**config.mk**
```make
export PLATFORM = sky130hd
export DESIGN_NAME = instr_fetch_unit
export DESIGN_NICKNAME = d
export VERILOG_FILES = /design/src/rtl/instr_fetch_unit.sv
export SDC_FILE = /design/constraint.sdc
export NUM_CORES = 1
export LEC_CHECK = 0
export ABC_CLOCK_PERIOD_IN_PS = 2300
export CAP_MARGIN = 20
export CORE_MARGIN = 4
export CORE_UTILIZATION = 44
export DETAILED_ROUTE_END_ITERATION = 16
export GPL_TIMING_DRIVEN = 0
export PLACE_DENSITY_LB_ADDON = 0.08
export SETUP_SLACK_MARGIN = 0.4
export SYNTH_ARGS = -nofsm -noshare
export SYNTH_HDL_FRONTEND = slang
export SYNTH_SLANG_ARGS = --single-unit
```
**constraint.sdc**
```tcl
create_clock -name clk -period 2.3 [get_ports clk]
set_input_delay 0.345 -clock clk [delete_from_list [all_inputs] [get_ports clk]]
set_output_delay 0.345 -clock clk [all_outputs]
set_load 0.01 [all_outputs]
```
**src/rtl/instr_fetch_unit.sv**
```systemverilog
// Instruction fetch unit: one outstanding request to instruction memory, a
// single-entry instruction register, branch redirect and misaligned-target trap.
//
// state | meaning
// IDLE  | first cycle after reset release
// FETCH | imem_req driven with imem_addr = pc
// WAIT  | waiting for the response to the current request
// HOLD  | instr register valid, waiting for downstream to consume it
// DRAIN | redirected while a response is in flight; drop that response
// FAULT | misaligned redirect seen; dead until reset
module instr_fetch_unit #(
  parameter logic [31:0] RESET_PC = 32'h0000_0000
) (
  input  logic        clk,
  input  logic        rst_n,
  output logic        imem_req,
  output logic [31:0] imem_addr,
  input  logic        imem_rvalid,
  input  logic [31:0] imem_rdata,
  input  logic        redirect_valid,
  input  logic [31:0] redirect_pc,
  input  logic        stall,
  output logic        instr_valid,
  output logic [31:0] instr,
  output logic [31:0] instr_pc,
  output logic [6:0]  opcode,
  output logic [2:0]  funct3,
  output logic [6:0]  funct7,
  output logic        fetch_fault
);

  typedef enum logic [2:0] {
    IDLE  = 3'd0,
    FETCH = 3'd1,
    WAIT  = 3'd2,
    HOLD  = 3'd3,
    DRAIN = 3'd4,
    FAULT = 3'd5
  } state_t;

  state_t      state;
  logic [31:0] pc;

  assign imem_addr = pc;
  assign opcode    = instr[6:0];
  assign funct3    = instr[14:12];
  assign funct7    = instr[31:25];

  always_ff @(posedge clk or negedge rst_n) begin
    if (!rst_n) begin
      state       <= IDLE;
      pc          <= RESET_PC;
      imem_req    <= 1'b0;
      instr_valid <= 1'b0;
      instr       <= 32'h0;
      instr_pc    <= 32'h0;
      fetch_fault <= 1'b0;
    end else begin
      imem_req <= 1'b0;
      if (redirect_valid && state != FAULT) begin
        instr_valid <= 1'b0;
        if (redirect_pc[1:0] != 2'b00) begin
          fetch_fault <= 1'b1;
          state       <= FAULT;
        end else begin
          pc <= redirect_pc;
          // A request still in flight must be swallowed before refetching.
          if ((state == WAIT && !imem_rvalid) || state == DRAIN) begin
            state <= DRAIN;
          end else begin
            state    <= FETCH;
            imem_req <= 1'b1;
          end
        end
      end else begin
        case (state)
          IDLE: begin
            state    <= FETCH;
            imem_req <= 1'b1;
          end
          FETCH: state <= WAIT;
          WAIT: begin
            if (imem_rvalid) begin
              instr       <= imem_rdata;
              instr_pc    <= pc;
              pc          <= pc + 32'd4;
              instr_valid <= 1'b1;
              state       <= HOLD;
            end
          end
          HOLD: begin
            if (!stall) begin
              instr_valid <= 1'b0;
              state       <= FETCH;
              imem_req    <= 1'b1;
            end
          end
          DRAIN: begin
            if (imem_rvalid) begin
              state    <= FETCH;
              imem_req <= 1'b1;
            end
          end
          FAULT: state <= FAULT;
          default: state <= IDLE;
        endcase
      end
    end
  end

endmodule

```
======== Yosys cells after proc, flatten, opt, wreduce, memory -nomap -nowiden ========
Cells that the tools add are included.
Widths: inputs -> output; s select.
operators by class
  add/subtract/negate cells ............... 1
  equality and inequality tests ........... 10
  mux-type cells .......................... 21
  bitwise logic cells ..................... 1
  reductions and logical operators ........ 14
operators by type and width
  kind                   number
  $mux 32                4
  $add 32x3->32 const B  1
  $mux 3                 6
  $pmux 3 s6             1
  $ne 3x3->1 const B     4
  $reduce_and 3->1       4
  $mux 1                 8
  $eq 3x2->1 const B     2
  $eq 3x3->1 const B     2
  $reduce_bool 2->1      3
  $eq 3x1->1 const B     1
  $logic_not 3->1        1
  $pmux 1 s3             1
  $reduce_bool 3->1      1
  $logic_and 1x1->1      2
  $ne 2x2->1 const B     1
  $pmux 1 s2             1
  $reduce_and 2->1       1
  $logic_not 1->1        1
  $logic_or 1x1->1       1
  $not 1->1              1
word-level totals
  register bits after elaboration ......... 102
  input port bits ......................... 69
  output and inout bits ................... 116

======== Longest topological paths before layout ========
  depth in word-level cells ............... 6
  gate-level depth with buffers ........... 8

======== Worst setup path after synthesis ========
No wires, ideal clock.
  path kind ............................... reg-to-reg
  from .................................... register pc[2] (netlist: imem_addr[2])
  to ...................................... register pc[30] (netlist: imem_addr[30])
  arrival ................................. 1.839 ns
  required time ........................... 2.159 ns
  slack ................................... 0.321 ns
  stages on the path, launching flop included .. 8
  path buffers ............................ 1
  clock period less this slack ............ 1.979 ns
  cells stage by stage .................... dfrtp_1 ha_1 and4_1 nand3_1 buf_2 or4b_4 nand3_1 o311ai_2
between the ends
  word-level cells in the longest chain between the ends .. 4
ends and longest elaborated chain
  what                    line  text
  from (decl)             42    logic [31:0] pc;
  from (signal assigned)  66    pc <= redirect_pc;
  from (signal assigned)  86    pc <= pc + 32'd4;
  $add 32x3->32           86
  $mux 32                 83    if (imem_rvalid) begin
  $mux 32                 76    case (state)
  $mux 32                 60    if (redirect_valid && state != FAULT) begin
No other way between the ends. The select of a mux whose other input is x is not followed.
A chain may end at the register's enable or synchronous reset.

======== Worst setup path after layout ========
Same ends and word-level chain as after synthesis.

==> results.toml <==
[run_status]
outcome = "finished, final reports clean"

[critical_path]
r2r-end = "imem_addr[30]"
cpPeakStageDelay_ns = 0.51
r2r_start = "imem_addr[2]"
worst-path-buf-inv = 1
path_cells = "ha_4, and4_4, nand3_2, buf_6, or4b_4, nand3_2, o311ai_2"
crit_arrival_ns = 2.10
cp_data_required_time_ns = 2.54
crit_family = "simple AND/OR/NAND/NOR gates"
worst_setup_path_start_kind = "flip-flop"
worst-r2r-cell-count = 7
crit_end = "imem_addr[30]"
crit_path_max_fanout = 5
critPathLaunch = "imem_addr[2]"
path_depth = 7
critPathKind = "flip-flop to flip-flop"
ff2ff_setup_slack_ns = 0.44
end_kind = "flip-flop"
path_common_cell = "nand3_2"
worst_path_max_delay_cell = "or4b_4"

[drt]
wl_um = 15210
drc = 0
via_per_inst = 5.320
antenna_left = 0
num_vias = 4852
firstDrtPassIters = 5
drtIter0Drc = 415
wl_per_cell_um = 16.67

[logic_synthesis]
synth_top_family_by_area = "simple AND/OR/NAND/NOR gates"
synthXorXnorAreaFrac_pct = 0.1814
syn_area_per_cell_um2 = 8.544
syn_inst = 565
ys_ff_latch = 102
synth_edf_count = 0
seq_area_frac_synth_pct = 52.88
synth_compound_area_share_pct = 13.69
synth_fp_nets = 635
yosys.area_share.simple_pct = 26.78
syn_area_mm2 = 0.004827
yosys_warnings = 0
synth_fa_ha_area_share_pct = 0.2592
muxShareOfSynthArea_pct = 0
synth_top_area_share_pct = 52.88
async_flop_share_pct = 100.0
ys_dominant_reg_cell = "dfrtp_1"
synthTopCellsByArea = "dfrtp_1, nand2_1, a21oi_1"
synth.distinct_cells = 55
synth_largest_area_cell = "dfrtp_1"

[power]
power_w = 0.003702
p_seq_share_pct = 54.1
comb_power_share_pct = 17.0
power_leakage_nw = 3.321
intPower_w = 0.002711
power_per_cell_area_mw_per_mm2 = 510.2
vdd_drop_max_uv = 322.0
p_clk_share_pct = 29.0
p_sw_w = 0.0009905
swShare_pct = 26.76

[place]
dp_hpwl_um = 11030
port_buffers = 183
gp_congestion = 0.9587
placed_cells = 885

[finish]
fill_cells = 858
final_common_cell = "nand2_1"
multi_input_area_mm2 = 0.002053
stdcell_count = 912
regArea_mm2 = 0.002567
final_nets = 841
antenna_cells = 0
drive_above_1_share_pct = 12.89
area_delta_synth_final_pct = 50.31
layout_common_cells = "nand2_1, clkdlybuf4s50_1, dfrtp_1, a21oi_1, buf_4"
postLayoutCoreUtil_pct = 69.04

[clock_tree]
insertion_delay_ns = 0.36
cts-root-buf = "clkbuf_8"
cts_tree = "yes"
cts-buffers-inserted = 9
h-tree-depth = 3
path_clk_slew_ns = 0.10
numClockSinks = 102
cts_buffer_depth = 2

[sta]
fmax_ghz = 0.5364
fin_crit_sh_pct = 81.05
holdWs_ns = 0.4385
hold_viol = 0
tightest_slew_ns = 0.5421
grt_setup_unrepaired = "yes"
setup_viol_count_final = 0
min_period_ns = 1.864
fin_worst_skew_ns = 0.01620
setup-tns-final_ns = 0
relSlewSlack_pct = 63.86
maxSlewViolCount = 0

[global_route]
gr-usage-all-layers_pct = 23.30
antenna_found_initial = 0
grt_pass1_vias = 4759
grt_pass1_wl_um = 24110
grt_start_max_net_pins = 73
overflow = 0

[floorplanning]
start_util_pct = 45.93
die_area_mm2 = 0.01271
fp-row-count = 37
io_pins = 185
core_region_area_mm2 = 0.01051
die_y_um = 112.7
dieWidth_um = 112.7

[flow_run]
cap_violations = 0

[hold_path]
min_path_type = "input pin to flip-flop"
registers in the layout (all words and copies together) (netlist names):
name and cells:
state 3, imem_req 1, imem_addr 32, fetch_fault 1
instr_valid 1, instr_pc 32, instr 32
logic make-up after synthesis:
group,after synthesis
simple gates,300
compound gates,102
flops,102
buf+inv,59
xor+xnor,1
fa+ha+maj,1
area by class of cell:
class                           count  share of cell area, %
Inverter                            9                 0.4656
Sequential cell                   102                  35.39
Timing Repair Buffer              195                  26.76
Tap cell                          136                  2.345
Multi-Input combinational cell    404                  28.30
Clock inverter                      4                 0.4484
Clock buffer                       12                  2.138
Buffer                             50                  4.156
how the worst min path moves through the flow:
stage | slack (ns) | startpoint | cells after the start | endpoint
floorplan | 0.05 | rst_n | 0 | fetch_fault
global placement | 0.44 | fetch_fault | 1 | fetch_fault
detailed placement | 0.32 | rst_n | 1 | instr[6]
CTS | 0.41 | redirect_valid | 3 | state[2]
global route | 0.44 | redirect_valid | 3 | state[2]
finish | 0.44 | redirect_valid | 3 | state[2]
metrics by stage:
stage	setup WS, ns	cell area [um2]
floorplan	0.4159	4843
global placement	-3.396	6845
detailed placement	-0.1977	6870
CTS	0.3957	7173
global route	0.3721	7256
finish	0.4358	7256
metal layers:
metal | track usage, % | routed length, um | part of all wire [%] | vias up
li1 | - | - | - | 2310
met1 | 30.98 | 6390 | 42 | 2280
met2 | 38.98 | 7291 | 48 | 234
met3 | 4.385 | 1189 | 7.8 | 28
met4 | 6.811 | 335 | 2.2 | 0
met5 | 0 | 0 | 0 | -
timing repair:
action | 4_1_cts | 5_1_grt
gates resized for setup | 26 | 27
endpoints found under the hold margin | 30 | 0
pin swaps | 0 | 2
setup endpoints to repair | 87 | 81
hold buffers | 1 | 0
buffers inserted | 8 | 2
worst reg2reg max path: cells and delay by family (launching register included):
family	cells	cell delay [ns]
AOI/OAI and AO/OA	1	0.09
adders and majority gates	1	0.16
buffers and inverters	1	0.14
DFF	1	0.40
and+or+nand+nor	4	0.96
synth_stat cells (all sizes together) (2+ instances only):
library cell  count
nand2           212
dfrtp           102
a21oi            35
buf              25
clkbuf           25
nor2             22
o21ai            18
nand3            14
nand4            12
nor3             11
inv               9
o22ai             7
and2              6
o32ai             6
a211oi            5
a31oi             3
and3              3
and4              3
nor2b             3
nor4              3
o311ai            3
o31ai             3
a211o             2
a21o              2
a22oi             2
a2bb2oi           2
a31o              2
nand2b            2
nand3b            2
o211ai            2
o22a              2
or2               2
or3               2
power by group through the flow:
stage,clock network (W),logic (W),registers (W)
3_5_place_dp,0,0.000557,0.00206
6_report,0.00107,0.000629,0.00200
4_1_cts,0.00111,0.000630,0.00199
3_3_place_gp,0,0.000538,0.00206
5_1_grt,0.00118,0.000681,0.00201
2_1_floorplan,0,0.000137,0.00206
No activity file was read; power rests on OpenSTA's default activity.
